===== src/rtl/audio_pkg.sv =====
// Shared definitions for the audio frame scheduler: FSM encoding and default sizes.
package audio_pkg;

  localparam int unsigned DEF_SAMPLE_W  = 16;
  localparam int unsigned DEF_FRAME_LEN = 256;

  typedef enum logic [1:0] {
    ST_IDLE  = 2'd0,
    ST_FILL  = 2'd1,
    ST_STALL = 2'd2
  } state_t;

endpackage


===== src/rtl/audio_frame_scheduler_bank_tracker.sv =====
// Tracks which ping-pong banks hold a finished frame and which one the CPU reads next.
// An ack frees its bank before a same-cycle completion looks for a free bank.
module bank_tracker (
  input  logic       i_clk,
  input  logic       i_rst,
  input  logic       i_init,
  input  logic       i_clr,
  input  logic       i_ack,
  input  logic       i_complete,
  input  logic       i_wr_bank,
  output logic [1:0] o_full,
  output logic       o_rd_bank,
  output logic       o_ack_take_c,
  output logic       o_other_free_c
);

  logic [1:0] r_full;
  logic       r_rd_bank;
  logic [1:0] w_full_acked;
  logic [1:0] w_full_set;

  // Ack is honoured only when the bank it targets actually holds a frame.
  assign o_ack_take_c   = i_ack && r_full[r_rd_bank];
  assign w_full_acked   = r_full & ~(2'(o_ack_take_c) << r_rd_bank);
  assign w_full_set     = 2'(i_complete) << i_wr_bank;
  assign o_other_free_c = !w_full_acked[~i_wr_bank];

  always_ff @(posedge i_clk) begin
    if (i_rst || i_init) begin
      r_full    <= 2'b00;
      r_rd_bank <= 1'b0;
    end else begin
      r_full    <= i_clr ? 2'b00 : (w_full_acked | w_full_set);
      r_rd_bank <= r_rd_bank ^ o_ack_take_c;
    end
  end

  assign o_full    = r_full;
  assign o_rd_bank = r_rd_bank;

endmodule


===== src/rtl/audio_frame_scheduler.sv =====
// Gates the I2S receiver and packs samples into ping-pong frames of the sample RAM,
// handing full banks to the CPU and flagging samples dropped while both banks are full.
module audio_frame_scheduler
  import audio_pkg::*;
#(
  parameter int unsigned SAMPLE_W  = DEF_SAMPLE_W,
  parameter int unsigned FRAME_LEN = DEF_FRAME_LEN
) (
  input  logic                          HCLK,
  input  logic                          HRESET,
  input  logic                          cfg_enable,
  input  logic                          s_valid,
  input  logic [SAMPLE_W-1:0]           s_data,
  input  logic                          frame_ack,
  input  logic                          overrun_clr,
  output logic                          i2s_en,
  output logic                          mem_we,
  output logic [$clog2(FRAME_LEN):0]    mem_addr,
  output logic [SAMPLE_W-1:0]           mem_wdata,
  output logic                          frame_ready,
  output logic                          rd_bank,
  output logic                          overrun,
  output logic [15:0]                   frame_count
);

  localparam int unsigned IDX_W = $clog2(FRAME_LEN);

  state_t              r_state,       w_state_nxt;
  logic                r_wr_bank,     w_wr_bank_nxt;
  logic [IDX_W-1:0]    r_wr_idx,      w_wr_idx_nxt;
  logic                r_i2s_en;
  logic                r_mem_we,      w_mem_we_nxt;
  logic [IDX_W:0]      r_mem_addr,    w_mem_addr_nxt;
  logic [SAMPLE_W-1:0] r_mem_wdata,   w_mem_wdata_nxt;
  logic                r_overrun,     w_overrun_nxt;
  logic [15:0]         r_frame_count, w_frame_count_nxt;

  logic       w_init;
  logic       w_clr;
  logic       w_complete;
  logic [1:0] w_full;
  logic       w_rd_bank;
  logic       w_ack_take;
  logic       w_other_free;

  bank_tracker u_bank_tracker (
    .i_clk          (HCLK),
    .i_rst          (HRESET),
    .i_init         (w_init),
    .i_clr          (w_clr),
    .i_ack          (frame_ack),
    .i_complete     (w_complete),
    .i_wr_bank      (r_wr_bank),
    .o_full         (w_full),
    .o_rd_bank      (w_rd_bank),
    .o_ack_take_c   (w_ack_take),
    .o_other_free_c (w_other_free)
  );

  always_ff @(posedge HCLK) begin
    if (HRESET) begin
      r_state       <= ST_IDLE;
      r_wr_bank     <= 1'b0;
      r_wr_idx      <= '0;
      r_i2s_en      <= 1'b0;
      r_mem_we      <= 1'b0;
      r_mem_addr    <= '0;
      r_mem_wdata   <= '0;
      r_overrun     <= 1'b0;
      r_frame_count <= '0;
    end else begin
      r_state       <= w_state_nxt;
      r_wr_bank     <= w_wr_bank_nxt;
      r_wr_idx      <= w_wr_idx_nxt;
      r_i2s_en      <= (w_state_nxt != ST_IDLE);
      r_mem_we      <= w_mem_we_nxt;
      r_mem_addr    <= w_mem_addr_nxt;
      r_mem_wdata   <= w_mem_wdata_nxt;
      r_overrun     <= w_overrun_nxt;
      r_frame_count <= w_frame_count_nxt;
    end
  end

  always_comb begin
    w_state_nxt       = r_state;
    w_wr_bank_nxt     = r_wr_bank;
    w_wr_idx_nxt      = r_wr_idx;
    w_mem_we_nxt      = 1'b0;
    w_mem_addr_nxt    = r_mem_addr;
    w_mem_wdata_nxt   = r_mem_wdata;
    w_overrun_nxt     = overrun_clr ? 1'b0 : r_overrun;
    w_frame_count_nxt = r_frame_count;
    w_init            = 1'b0;
    w_clr             = 1'b0;
    w_complete        = 1'b0;

    case (r_state)
      ST_IDLE: begin
        if (cfg_enable) begin
          w_state_nxt       = ST_FILL;
          w_wr_bank_nxt     = 1'b0;
          w_wr_idx_nxt      = '0;
          w_frame_count_nxt = '0;
          w_init            = 1'b1;
        end
      end
      ST_FILL: begin
        if (!cfg_enable) begin
          w_state_nxt = ST_IDLE;
          w_clr       = 1'b1;
        end else if (s_valid) begin
          w_mem_we_nxt    = 1'b1;
          w_mem_addr_nxt  = {r_wr_bank, r_wr_idx};
          w_mem_wdata_nxt = s_data;
          if (r_wr_idx == IDX_W'(FRAME_LEN - 1)) begin
            w_complete        = 1'b1;
            w_frame_count_nxt = r_frame_count + 16'd1;
            w_wr_idx_nxt      = '0;
            // Other bank free (possibly via this cycle's ack): ping-pong; else wait for the CPU.
            if (w_other_free) w_wr_bank_nxt = ~r_wr_bank;
            else              w_state_nxt   = ST_STALL;
          end else begin
            w_wr_idx_nxt = r_wr_idx + IDX_W'(1);
          end
        end
      end
      ST_STALL: begin
        if (s_valid) w_overrun_nxt = 1'b1;
        if (!cfg_enable) begin
          w_state_nxt = ST_IDLE;
          w_clr       = 1'b1;
        end else if (w_ack_take) begin
          w_state_nxt   = ST_FILL;
          w_wr_bank_nxt = w_rd_bank;
          w_wr_idx_nxt  = '0;
        end
      end
      default: w_state_nxt = ST_IDLE;
    endcase
  end

  assign i2s_en      = r_i2s_en;
  assign mem_we      = r_mem_we;
  assign mem_addr    = r_mem_addr;
  assign mem_wdata   = r_mem_wdata;
  assign frame_ready = w_full[0] | w_full[1];
  assign rd_bank     = w_rd_bank;
  assign overrun     = r_overrun;
  assign frame_count = r_frame_count;

endmodule


===== config.mk =====
export PLATFORM = sky130hd
export DESIGN_NAME = audio_frame_scheduler
export DESIGN_NICKNAME = d
export VERILOG_FILES = /design/src/rtl/audio_pkg.sv /design/src/rtl/audio_frame_scheduler_bank_tracker.sv /design/src/rtl/audio_frame_scheduler.sv
export SDC_FILE = /design/constraint.sdc
export NUM_CORES = 1
export LEC_CHECK = 0
export ABC_AREA = 1
export CAP_MARGIN = 20
export CORE_UTILIZATION = 50
export CTS_CLUSTER_SIZE = 40
export DETAILED_ROUTE_END_ITERATION = 10
export DONT_BUFFER_PORTS = 1
export PLACE_DENSITY_LB_ADDON = 0.2
export SLEW_MARGIN = 20
export SYNTH_ARGS = -nofsm -noshare
export SYNTH_HDL_FRONTEND = slang
export SYNTH_SLANG_ARGS = --single-unit

===== constraint.sdc =====
create_clock -name HCLK -period 1.49 [get_ports HCLK]
set_input_delay 0.2235 -clock HCLK [delete_from_list [all_inputs] [get_ports HCLK]]
set_output_delay 0.2235 -clock HCLK [all_outputs]
set_load 0.02 [all_outputs]

==> out/results.txt, run 1 <==
Post-DP HPWL: 4560 um
worst-case hold slack: 0.0410 ns
IR drop worst, VDD: 0.606 mV
Initial DRC Count: 136
Slew @ Worst Pin: 0.420 ns
Detail Route Antenna Nets: 0
syn avg cell area: 6.87 um2
# setup viols final: 13
R2R Path Start: u_bank_tracker.o_rd_bank
total gr overflow: 0
1st-pass router iterations: 5
outcome: finished with violations
via count: 2733
largest net degree at the start of global routing: 52
Tmin final: 1.55 ns
Pwr per Cell Area: 953 nW/um2
YS warnings: 0
CTS tree: done
WL per Instance: 13.1 um
top cells by area, synth: dfxtp_1 (41%), nand2_1 (11%), inv_1 (9.8%)
count of boundary I/O pins: 68
RSZ-0062 raised after global routing: true
row count: 26
initial antenna violation count: 0
most frequent cells in the layout: nand2_1 (71), inv_1 (62), dfxtp_1 (51)
non-filler instance count after layout: 537
cells on worst reg2reg path: 11
min-delay src: overrun_clr
post-layout util: 71.1%
number of port buffers: 0
type of the most critical hold path: input port to flip-flop
worst-path fanout max: 4
diode count: 0
clk slew on worst S/H paths: 0.07 ns
Root Buffer Master: clkbuf_8
Die ar.: 5950 um2
Fin. Hold Viols: 0
H-Tree Depth: 3
area fraction of the dominant cell type after synthesis: 41.1%
Routed WL: 7050 um
Die Wd: 77.2 um
placed cells: 511
r2r setup slk: -0.06 ns
vias in the first global route: 2633
clock buffer depth: 2
cell area after synthesis: 2820 um2
Final Cycle Share: 104%
failing checks: negative setup slack
P&R area growth vs syn: 32.7%
WP data arrival: 1.79 ns
first-pass GRT wire length: 11100 um
Seq/Total Area, Yosys: 41.1%
die height: 77.2 um
post-synth top area cell: dfxtp_1
most common cell after layout, fill and taps aside: nand2_1
Slew HR: 71.9%
highest clock rate: 0.644 GHz
CP Class: flip-flop to flip-flop
Setup WS post-layout: -0.0624 ns
GP Congestion: 0.875
total track usage: 23.5%
syn_nets: 441
placed cell area: 3230 um2
#FFs+latches synth: 58
share of layout cells above drive strength 1: 29.8%
Initial Util: 53.6%
crit path cell chain: inv_4 -> nand2_4 -> nand3_4 -> inv_4 -> ha_4 -> nor2_4 -> nand2_1 -> nand2_2 -> a21oi_2 -> a21oi_1 -> nor2_1
crit end category: flip-flop
CP startpoint kind: flip-flop
Via density: 5.09
# clock sinks: 58
Layout Skew: 0.00662 ns
R2R Path End: r_wr_bank
max cap viols: 0
hold path cells: 3
clock latency at the later pin of the worst-skew pair: 0.34 ns
max incr delay on CP: 0.37 ns
TritonCTS buffer count: 9
Buf+Inv Stages, Crit Path: 2
Mapped Cells: 411
fin. max-slew vios: 0
Leak: 0.00155 uW
DR DRC count: 0
critical path's top delay family: simple AND/OR/NAND/NOR gates
core box area: 5270 um2
cell mode on critical path: inv_4
Required @ worst endpoint: 1.73 ns
CP max-delay cell: dfxtp_4
Cell variety after synth: 30
final net count: 492
post-route cell area: 3750 um2
Hold Path Sink: overrun
setup TNS: -0.351 ns
==> tightest hold or removal path, cell delays in order <==
cell,delay [ns]
inv_1,0.02
nand2_1,0.04
a21oi_1,0.05
==> how the worst max path moves through the flow <==
stage	start	to	slack, ns	cells after the start
finish	u_bank_tracker.o_rd_bank	r_wr_bank	-0.06	11
global route	u_bank_tracker.o_rd_bank	i2s_en	-0.14	13
CTS	r_state[0]	frame_count[15]	0.001	11
detailed placement	r_state[0]	frame_count[6]	-0.14	7
global placement	r_state[1]	r_wr_idx[1]	-0.04	9
floorplan	r_state[0]	r_wr_idx[5]	0.005	11
==> Yosys cell counts <==
cell type and n:
nand2_1 82, o21ai_0 36, buf_2 2, o22ai_1 1, o21ai_1 2, o211ai_1 1, nor2_2 1, nand4_1 3
clkbuf_1 6, clkbuf_8 1, ha_1 8, nand3_2 1, nand3b_1 2, nand3_1 27, nor3_1 1, nand2_4 2
a21oi_4 1, or2_2 1, inv_1 74, xor2_1 1, nand2_2 2, nor2_4 2, nor2_1 45, and2_1 1
buf_6 1, nor2_8 1, buf_1 1, buf_4 1, dfxtp_1 58, a21oi_1 46
==> power breakdown <==
group	total [uW]	internal, uW	switching (uW)
Combinational	557	236	321
Clock	1330	647	685
Sequential	1680	1600	80.5
==> cell families (layout without fill, tap and decap cells) <==
| kind of cell | count (synthesis) | after routing | synth area share [%] |
|---|---|---|---|
| xor gates and xnor gates | 1 | 1 | 0.310 |
| and+or+nand+nor | 171 | 171 | 26.8 |
| AOI/OAI and AO/OA | 87 | 87 | 16.0 |
| DFF | 58 | 58 | 41.1 |
| adders and majority gates | 8 | 8 | 3.54 |
| buffers and inverters | 86 | 142 | 12.3 |
==> per-layer routing <==
metal | global-route usage [%] | wire (um) | share of wire [%] | vias to the layer above
li1 | - | - | - | 1393
met1 | 26.0 | 2950 | 42 | 1253
met2 | 40.5 | 3560 | 51 | 68
met3 | 5.60 | 360 | 5.1 | 19
met4 | 14.0 | 180 | 2.6 | 0
met5 | 0 | 0 | 0 | -
==> sequential cells by signal (all words and copies together) (netlist names) <==
register,cells
mem_wdata,16
r_state,2
i2s_en,1
overrun,1
u_bank_tracker.o_rd_bank,1
u_bank_tracker.o_full,2
frame_count,16
mem_addr,9
r_wr_bank,1
mem_we,1
r_wr_idx,8
==> repair_timing <==
action,4_1_cts,5_1_grt
gates resized for setup,14,58
endpoints found under the hold margin,7,0
gates cloned,0,1
pin swaps,5,32
hold buffers,1,0
buffers inserted,3,5
endpoints found under the setup margin,26,29
==> area by class of cell <==
| type | instances | area, um2 |
|---|---|---|
| flip-flops and latches | 58 | 1170 |
| inverters | 74 | 285 |
| fillers | 436 | 1520 |
| clock inverters | 6 | 41.3 |
| repair buffers | 52 | 439 |
| multi-input cells | 267 | 1580 |
| well taps | 70 | 87.6 |
| clock buffers | 10 | 138 |
==> stage by stage <==
| step | worst slack, ns | power, uW |
|---|---|---|
| floorplan | 0.00486 | 2020 |
| global placement | -0.0402 | 2140 |
| detailed placement | -0.142 | 2150 |
| CTS | 0.000985 | 3490 |
| global route | -0.141 | 3720 |
| finish | -0.0624 | 3570 |
Power figures use the tool's default switching activity.
==> inputs of run 2 (changes only) <==
--- a/config.mk
+++ b/config.mk
@@ -7,10 +7,14 @@
 export LEC_CHECK = 0
 export ABC_AREA = 1
 export CAP_MARGIN = 20
-export CORE_UTILIZATION = 50
+export CELL_PAD_IN_SITES_DETAIL_PLACEMENT = 0
+export CELL_PAD_IN_SITES_GLOBAL_PLACEMENT = 1
+export CORE_UTILIZATION = 40
+export CTS_BUF_LIST = sky130_fd_sc_hd__clkbuf_16
 export CTS_CLUSTER_SIZE = 40
 export DETAILED_ROUTE_END_ITERATION = 10
 export DONT_BUFFER_PORTS = 1
+export GPL_ROUTABILITY_DRIVEN = 0
 export PLACE_DENSITY_LB_ADDON = 0.2
 export SLEW_MARGIN = 20
 export SYNTH_ARGS = -nofsm -noshare
==> run 2 against run 1 <==
- the run still ends with negative setup slack left
- clock-buffer cell count down 1
- worst hold slack improved by 0.016 ns
- flip-flop and latch count is the same
- register-to-register slack worse by 0.05 ns
- via count increased by 0.22%
- sequential power barely moved
- combinational power grew 8.1%
- die area up 24%
- clock power up 71%
- routed wire length rose by 7.6%
- final area is 7.6% higher
- critical path type unchanged
- critical endpoint is now r_wr_idx[5]
==> out/results.txt, run 2 (synthesis gave the netlist of run 1 again) <==
Post-DP HPWL: 4730 um (was 4560 um)
CP startpoint kind: flip-flop (unchanged)
largest net degree at the start of global routing: 52 (unchanged)
clock buffer depth: 2 (unchanged)
Switching Share: 26.7% (was 30.4%)
failing checks: negative setup slack (unchanged)
crit path from: r_state[1] (was u_bank_tracker.o_rd_bank)
total gr overflow: 0 (unchanged)
Layout Skew: 0.00525 ns (was 0.00662 ns)
clk slew on worst S/H paths: 0.06 ns (was 0.07 ns)
max cap viols: 0 (unchanged)
pre-CTS WS: -0.147 ns (was -0.142 ns)
type of the most critical hold path: input port to flip-flop (unchanged)
Die Wd: 86.0 um (was 77.2 um)
Root Buffer Master: clkbuf_16 (was clkbuf_8)
Leak: 0.00167 uW (was 0.00155 uW)
diode count: 0 (unchanged)
row count: 30 (was 26)
clock latency at the later pin of the worst-skew pair: 0.33 ns (was 0.34 ns)
Initial Util: 41.6% (was 53.6%)
# setup viols final: 16 (was 13)
P&R area growth vs syn: 42.8% (was 32.7%)
Setup WS post-layout: -0.108 ns (was -0.0624 ns)
R2R Path Start: r_state[1] (was u_bank_tracker.o_rd_bank)
RSZ-0062 raised after global routing: true (unchanged)
r2r setup slk: -0.11 ns (was -0.06 ns)
max incr delay on CP: 0.34 ns (was 0.37 ns)
sequential share of power: 37.1% (was 47.1%)
critical path depth: 11 (unchanged)
Design Power: 4560 uW (was 3570 uW)
TritonCTS buffer count: 9 (unchanged)
initial antenna violation count: 0 (unchanged)
cells on worst reg2reg path: 11 (unchanged)
R2R Path End: r_wr_idx[5] (was r_wr_bank)
FILL cells: 632 (was 436)
Comb pwr share: 13.2% (was 15.6%)
CP max-delay cell: dfxtp_2 (was dfxtp_4)
# clock sinks: 58 (unchanged)
IR drop worst, VDD: 0.674 mV (was 0.606 mV)
die height: 86.0 um (was 77.2 um)
Routed WL: 7590 um (was 7050 um)
critical path's top delay family: simple AND/OR/NAND/NOR gates (unchanged)
core box area: 6790 um2 (was 5270 um2)
vias in the first global route: 2462 (was 2633)
crit path cell chain: buf_6 -> ha_4 -> inv_2 -> nand2_1 -> nand2_1 -> and2_4 -> nand2_4 -> nor2_4 -> nand3_2 -> nand2_1 -> nor2_1 (was inv_4 -> nand2_4 -> nand3_4 -> inv_4 -> ha_4 -> nor2_4 -> nand2_1 -> nand2_2 -> a21oi_2 -> a21oi_1 -> nor2_1)
CP Class: flip-flop to flip-flop (unchanged)
worst-path fanout max: 7 (was 4)
count of boundary I/O pins: 68 (unchanged)
worst-case hold slack: 0.0569 ns (was 0.0410 ns)
Detail Route Antenna Nets: 0 (unchanged)
Slew @ Worst Pin: 0.431 ns (was 0.420 ns)
Required @ worst endpoint: 1.71 ns (was 1.73 ns)
cell mode on critical path: nand2_1 (was inv_4)
Via density: 4.81 (was 5.09)
DR DRC count: 0 (unchanged)
Die ar.: 7400 um2 (was 5950 um2)
most common cell after layout, fill and taps aside: nand2_1 (unchanged)
Slew HR: 71.2% (was 71.9%)
clock network power share: 49.7% (was 37.3%)
WP data arrival: 1.82 ns (was 1.79 ns)
number of port buffers: 0 (unchanged)
switching power: 1220 uW (was 1090 uW)
1st-pass router iterations: 4 (was 5)
Internal: 3350 uW (was 2480 uW)
crit end category: flip-flop (unchanged)
via count: 2739 (was 2733)
Buf+Inv Stages, Crit Path: 2 (unchanged)
Fin. Hold Viols: 0 (unchanged)
CTS tree: done (unchanged)
total track usage: 20.2% (was 23.5%)
first-pass GRT wire length: 11700 um (was 11100 um)
Final Cycle Share: 107% (was 104%)
share of layout cells above drive strength 1: 31.3% (was 29.8%)
Tmin final: 1.60 ns (was 1.55 ns)
Initial DRC Count: 130 (was 136)
most frequent cells in the layout: nand2_1 (68), inv_1 (63), dfxtp_1 (51) (was nand2_1 (71), inv_1 (62), dfxtp_1 (51))
H-Tree Depth: 3 (unchanged)
highest clock rate: 0.626 GHz (was 0.644 GHz)
WL per Instance: 13.3 um (was 13.1 um)
fin. max-slew vios: 0 (unchanged)
critical path endpoint: r_wr_idx[5] (was r_wr_bank)
final net count: 498 (was 492)
outcome: finished with violations (unchanged)
Pwr per Cell Area: 1130 nW/um2 (was 953 nW/um2)
run 2: cell count changes in the layout (fill, tap and decap cells not counted), moves of 3 or more:
cell / before / now
clkbuf_16: 1 / 10
o21ai_1: 2 / 5
buf_6: 1 / 5
nand3_1: 18 / 15
nand2_1: 71 / 68
clkbuf_8: 10 / 0
run 2: timing repair:
| action | CTS | global route |
|---|---|---|
| gates resized for setup | 34 | 49 |
| hold endpoints to repair | 7 | 0 |
| pin swaps | 17 | 25 |
| setup buffers | 7 | 2 |
| gates cloned | 1 | 1 |
| endpoints found under the setup margin | 29 | 47 |
| hold buffers | 1 | 0 |
run 2: final cells by class:
type | count | area (um2) | area share (%)
clock buffer | 9 | 225 | 5.58
timing repair buffer | 58 | 512 | 12.7
multi-input combinational | 267 | 1620 | 40.1
clock inverter | 7 | 101 | 2.51
inverter | 74 | 285 | 7.07
sequential | 58 | 1170 | 29.1
tap | 96 | 120 | 2.98
run 2: power groups by stage:
stage          Clock (uW)  Combinational [uW]  Sequential (uW)
2_1_floorplan           0                 297             1720
3_3_place_gp            0                 449             1720
3_5_place_dp            0                 451             1720
4_1_cts              2300                 575             1690
5_1_grt              2360                 663             1700
6_report             2270                 602             1690
run 2: worst register-to-register path, stage by stage, from the launching register on:
cell and delay (ns):
dfxtp_2 0.34, buf_6 0.12, ha_4 0.15, inv_2 0.05, nand2_1 0.07, nand2_1 0.09, and2_4 0.18, nand2_4 0.07
nor2_4 0.22, nand3_2 0.10, nand2_1 0.07, nor2_1 0.04
run 2: how the worst min path moves through the flow:
stage / depth (start not counted) / from / endpoint
2_1_floorplan: 2 / s_valid / overrun
3_3_place_gp: 1 / HRESET / frame_count[1]
3_5_place_dp: 1 / HRESET / frame_count[1]
4_1_cts: 3 / overrun_clr / overrun
5_1_grt: 3 / overrun_clr / overrun
6_report: 3 / overrun_clr / overrun
run 2: layer usage:
layer | part of all wire [%] | global-route usage [%] | up-vias | wire (um)
met4 | 2.3 | 9.70 | 0 | 171
met2 | 48 | 32.7 | 55 | 3620
met3 | 3.8 | 3.56 | 15 | 292
met5 | 0 | 0 | - | 0
met1 | 46 | 25.9 | 1257 | 3500
li1 | - | - | 1412 | -
run 2: stage by stage:
stage	instances	instance area [um2]	setup TNS (ns)	utilization [%]
finish	569	4030	-0.804	59.4
global route	569	4030	-2.54	59.4
CTS	567	3840	-0.249	56.6
detailed placement	542	3300	-2.62	48.5
global placement	542	3300	-1.69	48.5
floorplan	411	2870	0	-
==> inputs of run 3 (changes only) <==
--- a/config.mk
+++ b/config.mk
@@ -11,7 +11,7 @@
 export CELL_PAD_IN_SITES_GLOBAL_PLACEMENT = 1
 export CORE_UTILIZATION = 40
 export CTS_BUF_LIST = sky130_fd_sc_hd__clkbuf_16
-export CTS_CLUSTER_SIZE = 40
+export CTS_CLUSTER_SIZE = 12
 export DETAILED_ROUTE_END_ITERATION = 10
 export DONT_BUFFER_PORTS = 1
 export GPL_ROUTABILITY_DRIVEN = 0
==> results of run 3 <==
Final layout, timing and power as in run 2 (identical DEF).
